===== config.mk =====
export PLATFORM = sky130hd
export DESIGN_NAME = wb_port_arbiter
export DESIGN_NICKNAME = d
export VERILOG_FILES = /design/src/rtl/wb_port_arbiter.sv
export SDC_FILE = /design/constraint.sdc
export NUM_CORES = 1
export LEC_CHECK = 0
export ABC_AREA = 0
export BUFFER_PORTS_ARGS = -buffer_cell sky130_fd_sc_hd__buf_2
export CORE_MARGIN = 4
export CORE_UTILIZATION = 48
export DETAILED_ROUTE_END_ITERATION = 10
export PLACE_DENSITY = 0.81
export SYNTH_ARGS = -nofsm -noshare
export SYNTH_HDL_FRONTEND = slang
export SYNTH_SLANG_ARGS = --single-unit

===== constraint.sdc =====
create_clock -name clk -period 3.2 [get_ports clk]
set_input_delay 0.64 -clock clk [delete_from_list [all_inputs] [get_ports clk]]
set_output_delay 0.64 -clock clk [all_outputs]
set_load 0.01 [all_outputs]

===== src/rtl/wb_port_arbiter.sv =====
// Register-file write-port arbiter: shares the single write port between the
// in-order writeback stage and an out-of-band multiply/divide unit.
module wb_port_arbiter #(
  parameter int DATA_W       = 32,
  parameter int ADDR_W       = 5,
  parameter int STARVE_LIMIT = 3,
  parameter int CNT_W        = 16
) (
  input  logic              clk,
  input  logic              rst_n,
  input  logic              pipe_valid,
  input  logic              pipe_regwrite,
  input  logic [ADDR_W-1:0] pipe_rd,
  input  logic [DATA_W-1:0] pipe_result,
  output logic              pipe_stall,
  input  logic              md_req,
  input  logic [ADDR_W-1:0] md_rd,
  input  logic [DATA_W-1:0] md_result,
  output logic              md_ack,
  output logic              rf_we,
  output logic [ADDR_W-1:0] rf_waddr,
  output logic [DATA_W-1:0] rf_wdata,
  output logic [CNT_W-1:0]  stall_count,
  output logic              dbg_state
);

  // Handshakes: md_req is a level request held with stable md_rd/md_result
  // until md_ack is seen high in a cycle; md_ack is a single-cycle grant.
  // pipe_stall high means the WB stage holds its pipe_* inputs into the next
  // cycle, where the same write is presented and arbitrated again.

  typedef enum logic {
    IDLE    = 1'b0,
    MD_WAIT = 1'b1
  } state_e;

  localparam logic [3:0] LIMIT = 4'(STARVE_LIMIT);

  state_e      state;
  logic [3:0]  starve_cnt;
  logic        pw;
  logic        conflict;
  logic        force_md;
  logic        grant_md;
  logic        stall_int;

  always_comb begin
    pw        = pipe_valid & pipe_regwrite & (pipe_rd != '0);
    conflict  = md_req & pw & (pipe_rd == md_rd);
    force_md  = md_req & (starve_cnt == LIMIT);
    grant_md  = md_req & (~pw | conflict | force_md);
    stall_int = pw & grant_md;
  end

  // Grants are suppressed during reset so nothing is consumed while held.
  assign md_ack     = rst_n & grant_md;
  assign pipe_stall = rst_n & stall_int;
  assign dbg_state  = (state == MD_WAIT);

  always_ff @(posedge clk) begin
    if (!rst_n) begin
      state       <= IDLE;
      starve_cnt  <= '0;
      rf_we       <= 1'b0;
      rf_waddr    <= '0;
      rf_wdata    <= '0;
      stall_count <= '0;
    end else begin
      // The ungranted cycle spent in IDLE already counts toward starvation.
      case (state)
        IDLE: begin
          if (md_req && !grant_md) begin
            state      <= MD_WAIT;
            starve_cnt <= starve_cnt + 4'd1;
          end else begin
            starve_cnt <= '0;
          end
        end
        MD_WAIT: begin
          if (grant_md || !md_req) begin
            state      <= IDLE;
            starve_cnt <= '0;
          end else begin
            starve_cnt <= starve_cnt + 4'd1;
          end
        end
        default: begin
          state      <= IDLE;
          starve_cnt <= '0;
        end
      endcase

      if (grant_md && (md_rd != '0)) begin
        rf_we    <= 1'b1;
        rf_waddr <= md_rd;
        rf_wdata <= md_result;
      end else if (pw) begin
        rf_we    <= 1'b1;
        rf_waddr <= pipe_rd;
        rf_wdata <= pipe_result;
      end else begin
        rf_we <= 1'b0;
      end

      if (stall_int && (stall_count != '1)) begin
        stall_count <= stall_count + 1'b1;
      end
    end
  end

endmodule


==> run_results.csv, run 1 <==
group,metric,value,unit
finish,diodes,0,
critical_path,worstReg2RegEnd,"rf_wdata[20]",
floorplan,die-width,89.07,um
outcome,status,"complete, no violations",
clock_tree,path_clk_slew,60,ps
logic_synthesis,syn_area,3154,um^2
global_routing,grt_usage,0.2064,
critical_path,path_class,"primary input to output port",
global_routing,grt_max_degree,45,
global_routing,grt_pass1_wl,12830,um
placement,gp_congestion,0.8397,
power_and_ir_drop,p_int,1.310,mW
logic_synthesis,synth_area_leaders,"dfxtp_1 (37%), mux2_2 (12%), mux2i_1 (12%)",
clock_tree,hold_buffers,0,
floorplan,initial_core_util,0.4967,
logic_synthesis,synth_cell_types,41,
critical_path,reg2reg_from,"starve_cnt[0]",
logic_synthesis,yosys.area.top_type,"dfxtp_1",
clock_tree,cts_buffers,9,
power_and_ir_drop,p_sw_frac,0.2564,
finish,mostFrequentLayoutCell,"buf_2",
critical_path,worst_setup_path_start_kind,"primary input",
clock_tree,cts-root-buf,"clkbuf_8",
floorplan,coreArea,6350,um^2
detailed_routing,drtIter0Drc,115,
floorplan,num_io_pins,136,
critical_path,r2r_slack,1120,ps
sta,min_period,2866,ps
sta,fmax,348.9,MHz
placement,placedCellCount,534,
power_and_ir_drop,p_sw,0.4520,mW
logic_synthesis,yosysSeqAreaShare,0.3745,
clock_tree,clock_latency,330,ps
sta,setup_slack,333.9,ps
logic_synthesis,avgSynthCellArea,9.250,um^2
global_routing,grt_pass1_vias,2887,
placement,portBuffers,135,
sta,finalClockSkew,4.931,ps
finish,layout_common_cells,"buf_2 (135), nand2_1 (82), dfxtp_1 (59)",
clock_tree,clockBufferDepth,2,
finish,fin_nets,549,
detailed_routing,dr.pass1.iters,4,
critical_path,rr_worst_depth,7,
critical_path,crit_fanout,41,
detailed_routing,vias,2973,
clock_tree,cts.sinks,59,
detailed_routing,antenna_left,0,
power_and_ir_drop,peakVddDrop,0.2658,mV
logic_synthesis,ys_seq_elements,59,
detailed_routing,wl,7835,um
min_path,hp-start,"starve_cnt[0]",
detailed_routing,via_per_inst,5.405,
floorplan,num_rows,29,
finish,instances_no_fill,550,
sta,grt_setup_unrepaired,"false",
placement,dp_hpwl,5782,um
critical_path,cp-startpoint,"pipe_rd[1]",
power_and_ir_drop,clkPwrFrac,0.375,
floorplan,die_h,89.07,um
sta,fin_tns_setup,0,ps
global_routing,antenna_found_initial,0,
logic_synthesis,yosysWarnings,0,
sta,setup_viol,0,
clock_tree,clock_tree.htree_level_count,3,
detailed_routing,drc,0,
sta,relSlewSlack,0.5596,
power_and_ir_drop,seqPwrFrac,0.452,
clock_tree,cts_resized,0,
clock_tree,postCtsSetupBuffers,0,
global_routing,grt.overflow.total,0,
critical_path,arrival,2230,ps
min_path,whs_endpoint,"starve_cnt[0]",
min_path,holdPathStages,1,
detailed_routing,wire_per_inst,14.25,um
finish,area_delta_synth_final,27.09,%
finish,layout-drive-gt1-share,0.4017,
sta,maxSlewViolCount,0,
logic_synthesis,syn_inst,341,
power_and_ir_drop,p_comb_frac,0.173,
sta,tightest_slew,660.5,ps
power_and_ir_drop,leakagePower,1.889,nW
critical_path,end_kind,"output port",
logic_synthesis,synth.top_cell.area_share,0.3745,
logic_synthesis,synth_nets,422,
floorplan,fp.dieArea,7933,um^2
run,max_cap_violations,0,
sta,hold-worst-slack,455.1,ps
critical_path,cp.required,2560,ps
power_and_ir_drop,p_per_area,439.6,nW/um^2
min_path,hold_class,"register to register",
sta,hold_violations,0,
placement,dp_slack,306.4,ps
clock_tree,cts_tree,"yes",
sta,post-route-period-util,0.8957,
## how the worst max path moves through the flow
stage                               to  slack, ps  depth (start not counted)
final                       pipe_stall        330                          6
after global routing        pipe_stall        190                          6
after CTS                   pipe_stall        320                          6
after detailed placement  rf_wdata[19]        310                          7
after global placement      pipe_stall        360                          6
after floorplan             pipe_stall        360                          6
## cell usage after synthesis (all sizes together)
library cell  instances
a21oi                 9
clkbuf               14
nand3                 3
o21ai                 3
a31oi                 1
nand4                10
and3                  4
o31ai                 7
and4                  3
mux2i                39
xnor2                 3
a32o                  1
or3                   1
o2111ai               1
o2bb2ai               2
o311ai                4
nor4                  1
o211a                 1
or4                   8
nor3                  1
a21boi                1
nand2b                8
nand2                82
inv                   3
nor3b                 2
dfxtp                59
buf                  10
and2                  6
mux2                 35
nand3b                1
xor2                  4
nor4b                 1
ha                    2
o41ai                 5
o211ai                2
nor2                  4
## critical path: stages
cell     delay (ps)
buf_2           120
or4_1           550
o211a_1         250
buf_4           300
and3_1          240
buf_2           130
## cell type report
cell class	instances	area (um^2)
Fill cell	549	2341
Multi-Input combinational cell	255	1807
Sequential cell	59	1181
Timing Repair Buffer	140	725.7
Clock buffer	14	152.6
Tap cell	77	96.34
Clock inverter	2	35.03
Inverter	3	11.26
## cells by family after synthesis
family | after synthesis | synth area share
flops | 59 | 0.3745
mux | 74 | 0.2487
compound gates | 37 | 0.08687
simple gates | 135 | 0.2055
xor+xnor | 7 | 0.01944
buf+inv | 27 | 0.05712
fa+ha+maj | 2 | 0.007932
## sequential cells by signal, indices dropped and copies added, names as in the netlist
register	count
rf_we	1
starve_cnt	4
stall_count	16
rf_waddr	5
dbg_state	1
rf_wdata	32
## power by group through the flow
stage / sequential [mW] / combinational, mW / clock (mW)
after CTS: 0.797 / 0.309 / 0.678
after floorplan: 0.830 / 0.177 / 0
final: 0.796 / 0.305 / 0.661
after global routing: 0.801 / 0.339 / 0.723
after detailed placement: 0.812 / 0.308 / 0
after global placement: 0.811 / 0.299 / 0
## through the flow
step	utilization	total power [mW]	cell area [um^2]
after floorplan	-	1.007	3154
after global placement	0.6018	1.111	3821
after detailed placement	0.6018	1.120	3821
after CTS	0.6313	1.784	4009
after global routing	0.6313	1.863	4009
final	0.6313	1.762	4009
## layer usage
metal,GRT usage,vias to the layer above,wire length (um)
met5,0,-,0
met2,0.3401,109,3791
met4,0.1042,0,152
met3,0.07005,13,693
li1,-,1476,-
met1,0.2386,1375,3198
Power figures use the tool's default switching activity.
==> run 2, diff against run 1 <==
PLACE_DENSITY = 0.9   (was 0.81)
TNS_END_PERCENT = 1   (was unset)
==> run 2 against run 1 <==
Non-clock buffer count unchanged. Count of clock-buffer cells in the layout decreased by 1. Clock power increased by 2%. Worst hold slack improved by 2.7 ps. Critical endpoint unchanged. Global-route usage decreased by 0.47 points. Power increased by 0.85%. Largest power group unchanged. Maximum frequency decreased by 3.2%.
==> run_results.csv, run 2 (synthesis results as in run 1) <==
group,metric,value,unit
sta,post-route-period-util,0.9251,
global_routing,grt.overflow.total,0,
floorplan,fp.dieArea,7933,um^2
critical_path,cp.required,2560,ps
clock_tree,clockBufferDepth,2,
detailed_routing,wl,7937,um
critical_path,crit_chain,"buf_2 -> or4_1 -> o211a_1 -> a21boi_0 -> and3_1 -> buf_2",
clock_tree,cts_resized,0,
placement,placedCellCount,534,
detailed_routing,drc,0,
placement,dp_hpwl,5756,um
clock_tree,hold_buffers,0,
sta,relSlewSlack,0.4465,
clock_tree,clock_tree.htree_level_count,3,
floorplan,num_io_pins,136,
power_and_ir_drop,p_per_area,444.1,nW/um^2
critical_path,arrival,2320,ps
global_routing,grt_max_degree,93,
critical_path,path_class,"primary input to output port",
sta,fin_tns_setup,0,ps
detailed_routing,antenna_left,0,
global_routing,antenna_found_initial,0,
finish,mostFrequentLayoutCell,"buf_2",
critical_path,worstReg2RegEnd,"rf_wdata[13]",
floorplan,initial_core_util,0.4967,
critical_path,path_depth,6,
sta,finalClockSkew,5.632,ps
finish,diodes,0,
global_routing,grt_pass1_vias,3020,
finish,layout_common_cells,"buf_2 (135), nand2_1 (82), dfxtp_1 (59)",
clock_tree,cts.sinks,59,
sta,grt_setup_unrepaired,"false",
global_routing,grt_usage,0.2017,
clock_tree,path_clk_slew,60,ps
detailed_routing,vias,3006,
critical_path,max_stage_delay,560,ps
finish,ff_latch_area,1181,um^2
detailed_routing,dr_wl_met3,566,um
critical_path,reg2reg_from,"starve_cnt[0]",
sta,tightest_slew,830.2,ps
critical_path,crit_end,"pipe_stall",
placement,gp_congestion,0.8978,
min_path,hold_class,"register to register",
clock_tree,clock_latency,320,ps
finish,num-fill-cells,524,
critical_path,crit_fanout,4,
sta,setup_viol,0,
placement,portBuffers,135,
detailed_routing,wire_per_inst,14.46,um
detailed_routing,m1WireLength,3066,um
floorplan,die_h,89.07,um
critical_path,cp-startpoint,"pipe_rd[1]",
critical_path,worst_setup_path_start_kind,"primary input",
finish,largest_register_ffs,32,
clock_tree,cts_buffers,9,
finish,final_util,0.6303,
floorplan,coreArea,6350,um^2
run,max_cap_violations,0,
critical_path,r2r_slack,1140,ps
sta,hold_violations,0,
finish,instances_no_fill,549,
finish,top_register,"rf_wdata",
finish,reg_top3,"rf_wdata x32, stall_count x16, rf_waddr x5",
global_routing,grt_pass1_wl,12820,um
detailed_routing,dr.pass1.iters,5,
detailed_routing,via_per_inst,5.475,
finish,area_delta_synth_final,26.89,%
sta,min_period,2960,ps
detailed_routing,maxUsedRoutingLayer,"met4",
sta,maxSlewViolCount,0,
outcome,status,"complete, no violations",
detailed_routing,drtIter0Drc,108,
clock_tree,postCtsSetupBuffers,0,
finish,fin_nets,549,
finish,multi_input_area,1807,um^2
sta,fmax,337.8,MHz
clock_tree,cts_tree,"yes",
finish,layout-drive-gt1-share,0.4047,
critical_path,crit_buf_inv,2,
min_path,holdPathStages,1,
clock_tree,cts-root-buf,"clkbuf_8",
critical_path,path_common_cell,"buf_2",
sta,hold-worst-slack,457.8,ps
critical_path,cp_slowest_cell,"or4_1",
critical_path,end_kind,"output port",
floorplan,die-width,89.07,um
detailed_routing,dr_wl_met2,4160,um
power_and_ir_drop,leakagePower,1.890,nW
critical_path,rr_worst_depth,7,
critical_path,critical_path.top_delay_family,"simple AND/OR/NAND/NOR gates",
power_and_ir_drop,peakVddDrop,0.2870,mV
floorplan,num_rows,29,
-- run 2: cell types whose count changed in the layout (fill, tap and decap cells not counted), sizes merged --
| cell | before | now |
|---|---|---|
| clkbuf | 14 | 13 |
-- run 2: how the worst min path moves through the flow --
| stage | from | end |
|---|---|---|
| 5_1_grt | starve_cnt[0] | starve_cnt[0] |
| 2_1_floorplan | starve_cnt[0] | starve_cnt[0] |
| 4_1_cts | starve_cnt[0] | starve_cnt[0] |
| 6_report | starve_cnt[0] | starve_cnt[0] |
| 3_3_place_gp | starve_cnt[0] | starve_cnt[0] |
| 3_5_place_dp | starve_cnt[0] | starve_cnt[0] |
-- run 2: routing by layer --
layer	global-route usage	vias to the layer above
met3	0.04793	17
met1	0.2163	1401
met4	0.08525	0
li1	-	1474
met5	0	-
met2	0.3758	114
-- run 2: cell type report --
cell class	count	area share
timing repair buffer	140	0.1782
tap	77	0.02407
multi-input combinational	255	0.4514
clock buffer	13	0.03970
inverter	3	0.002813
sequential	59	0.2951
clock inverter	2	0.008753
-- run 2: metrics by stage --
step / setup slack [ps] / instance area [um^2] / power, mW
global route: 190.9 / 4003 / 1.859
finish: 239.8 / 4003 / 1.777
global placement: 366.4 / 3809 / 1.105
detailed placement: 257.7 / 3809 / 1.115
CTS: 258.1 / 4003 / 1.793
floorplan: 364.9 / 3154 / 1.007
-- run 2: power breakdown --
part           switching [mW]  internal, mW
logic                   0.153         0.151
clock network           0.279         0.398
registers              0.0199         0.776
==> run 3, diff against run 2 <==
CORE_UTILIZATION = 43   (was 48)
PLACE_DENSITY = 0.85   (was 0.9)
clock period = 2.63 ns   (was 3.2 ns; I/O delays follow)
==> run 3 against run 2 <==
Cell count up 3.6%. Design area up 1.2%. Combinational power up 25%. Non-clock buffer count up 2. Largest power group unchanged. Routed wire length down 0.44%. Register-to-register slack worse by 500 ps. Setup slack worse by 160 ps. First-iteration DRC count down 19%. Power up 15%. Count of clock-buffer cells in the layout down 2.
==> run_results.csv, run 3 (synthesis results as in run 1) <==
group,metric,value,unit
finish,area_delta_synth_final,28.44,%
finish,mostFrequentLayoutCell,"buf_2",
clock_tree,postCtsSetupBuffers,0,
power_and_ir_drop,p_per_area,505.3,nW/um^2
placement,dp_hpwl,5722,um
global_routing,grt.overflow.total,0,
critical_path,cp.required,2100,ps
finish,top_register,"rf_wdata",
finish,instances_no_fill,569,
detailed_routing,drtIter0Drc,87,
global_routing,grt_max_degree,95,
critical_path,arrival,2020,ps
sta,fmax,392.0,MHz
placement,dp_slack,-15.56,ps
clock_tree,clock_latency,320,ps
floorplan,initial_core_util,0.4542,
finish,diodes,0,
finish,reg_top3,"rf_wdata x32, stall_count x16, rf_waddr x5",
critical_path,path_class,"primary input to output port",
critical_path,path_common_cell,"buf_2",
global_routing,grt_usage,0.1755,
critical_path,crit_fanout,3,
critical_path,end_kind,"output port",
min_path,hold_class,"primary input to register",
critical_path,max_stage_delay,550,ps
placement,portBuffers,135,
outcome,status,"complete, no violations",
finish,fin_nets,551,
sta,hold_violations,0,
sta,tightest_slew,664.1,ps
placement,gp_congestion,0.8331,
critical_path,worst_setup_path_start_kind,"primary input",
finish,layout_common_cells,"buf_2 (135), nand2_1 (82), dfxtp_1 (59)",
global_routing,grt_pass1_wl,12420,um
clock_tree,cts_tree,"yes",
clock_tree,clock_tree.htree_level_count,3,
floorplan,fp.dieArea,8769,um^2
global_routing,antenna_found_initial,0,
sta,grt_setup_unrepaired,"false",
sta,setup_viol,0,
detailed_routing,wire_per_inst,13.89,um
power_and_ir_drop,peakVddDrop,0.2251,mV
sta,maxSlewViolCount,0,
critical_path,crit_buf_inv,2,
clock_tree,cts.sinks,59,
floorplan,num_io_pins,136,
detailed_routing,dr.pass1.iters,4,
detailed_routing,vias,2951,
clock_tree,cts-root-buf,"clkbuf_8",
floorplan,die-width,93.65,um
floorplan,num_rows,30,
finish,largest_register_ffs,32,
finish,layout-drive-gt1-share,0.4101,
sta,min_period,2551,ps
detailed_routing,antenna_left,0,
floorplan,coreArea,6944,um^2
run,max_cap_violations,0,
global_routing,grt_pass1_vias,2778,
detailed_routing,wl,7902,um
sta,finalClockSkew,5.368,ps
critical_path,crit_chain,"buf_2 -> or4_1 -> o211a_1 -> a21boi_1 -> and3_1 -> buf_2",
clock_tree,cts_buffers,9,
sta,setup_slack,79.29,ps
clock_tree,path_clk_slew,60,ps
clock_tree,hold_buffers,0,
placement,placedCellCount,555,
power_and_ir_drop,leakagePower,1.904,nW
critical_path,cp_slowest_cell,"or4_1",
clock_tree,clockBufferDepth,2,
sta,relSlewSlack,0.5572,
detailed_routing,drc,0,
floorplan,die_h,93.65,um
sta,post-route-period-util,0.9699,
critical_path,critical_path.top_delay_family,"simple AND/OR/NAND/NOR gates",
detailed_routing,via_per_inst,5.186,
[run 3: stage by stage]
step	power (mW)	hold slack [ps]	setup TNS [ps]	util	instance area, um^2
after floorplan	1.226	417.9	0	-	3154
after global placement	1.356	428.7	0	0.5595	3885
after detailed placement	1.369	449.1	-15.56	0.5595	3885
after CTS	2.081	427.5	0	0.5834	4051
after global routing	2.157	428.8	0	0.5834	4051
final	2.047	448.5	0	0.5834	4051
[run 3: power by group]
group | leakage [nW] | switching (mW) | internal (mW)
sequential | 0.483 | 0.0244 | 0.945
clock | 0.0908 | 0.320 | 0.377
combinational | 1.33 | 0.188 | 0.193
[run 3: final timing paths]
path                   from              to  slack, ps  cells after the start
max reg2reg  stall_count[0]  stall_count[0]        640                      6
max              pipe_rd[1]      pipe_stall         80                      6
min reg2reg   starve_cnt[0]   starve_cnt[0]        460                      1
min           md_result[19]    rf_wdata[19]        450                      3
[run 3: timing repair]
action,CTS,global route
resized for setup,1,0
setup endpoints to repair,1,0
hold endpoints to repair,0,0
[run 3: worst register-to-register path, cell delays in order (launching register included)]
cell     delay [ps]
dfxtp_1         450
ha_1            210
and2_1          140
nand4_1         150
o21ai_2         560
nor3b_1         190
mux2i_1         160
[run 3: area by class of cell]
type / count / area [um^2]
inverters: 3 / 11.26
clock buffers: 11 / 151.4
fillers: 622 / 2893
repair buffers: 142 / 765.7
well taps: 96 / 120.1
multi-input cells: 255 / 1807
clock inverters: 3 / 15.01
flip-flops and latches: 59 / 1181
[run 3: routing by layer]
| layer | up-vias | GRT usage | wire (um) |
|---|---|---|---|
| met1 | 1346 | 0.1963 | 3171 |
| met3 | 14 | 0.04023 | 517 |
| li1 | 1485 | - | - |
| met2 | 106 | 0.3121 | 4091 |
| met4 | 0 | 0.08424 | 122 |
| met5 | - | 0 | 0 |
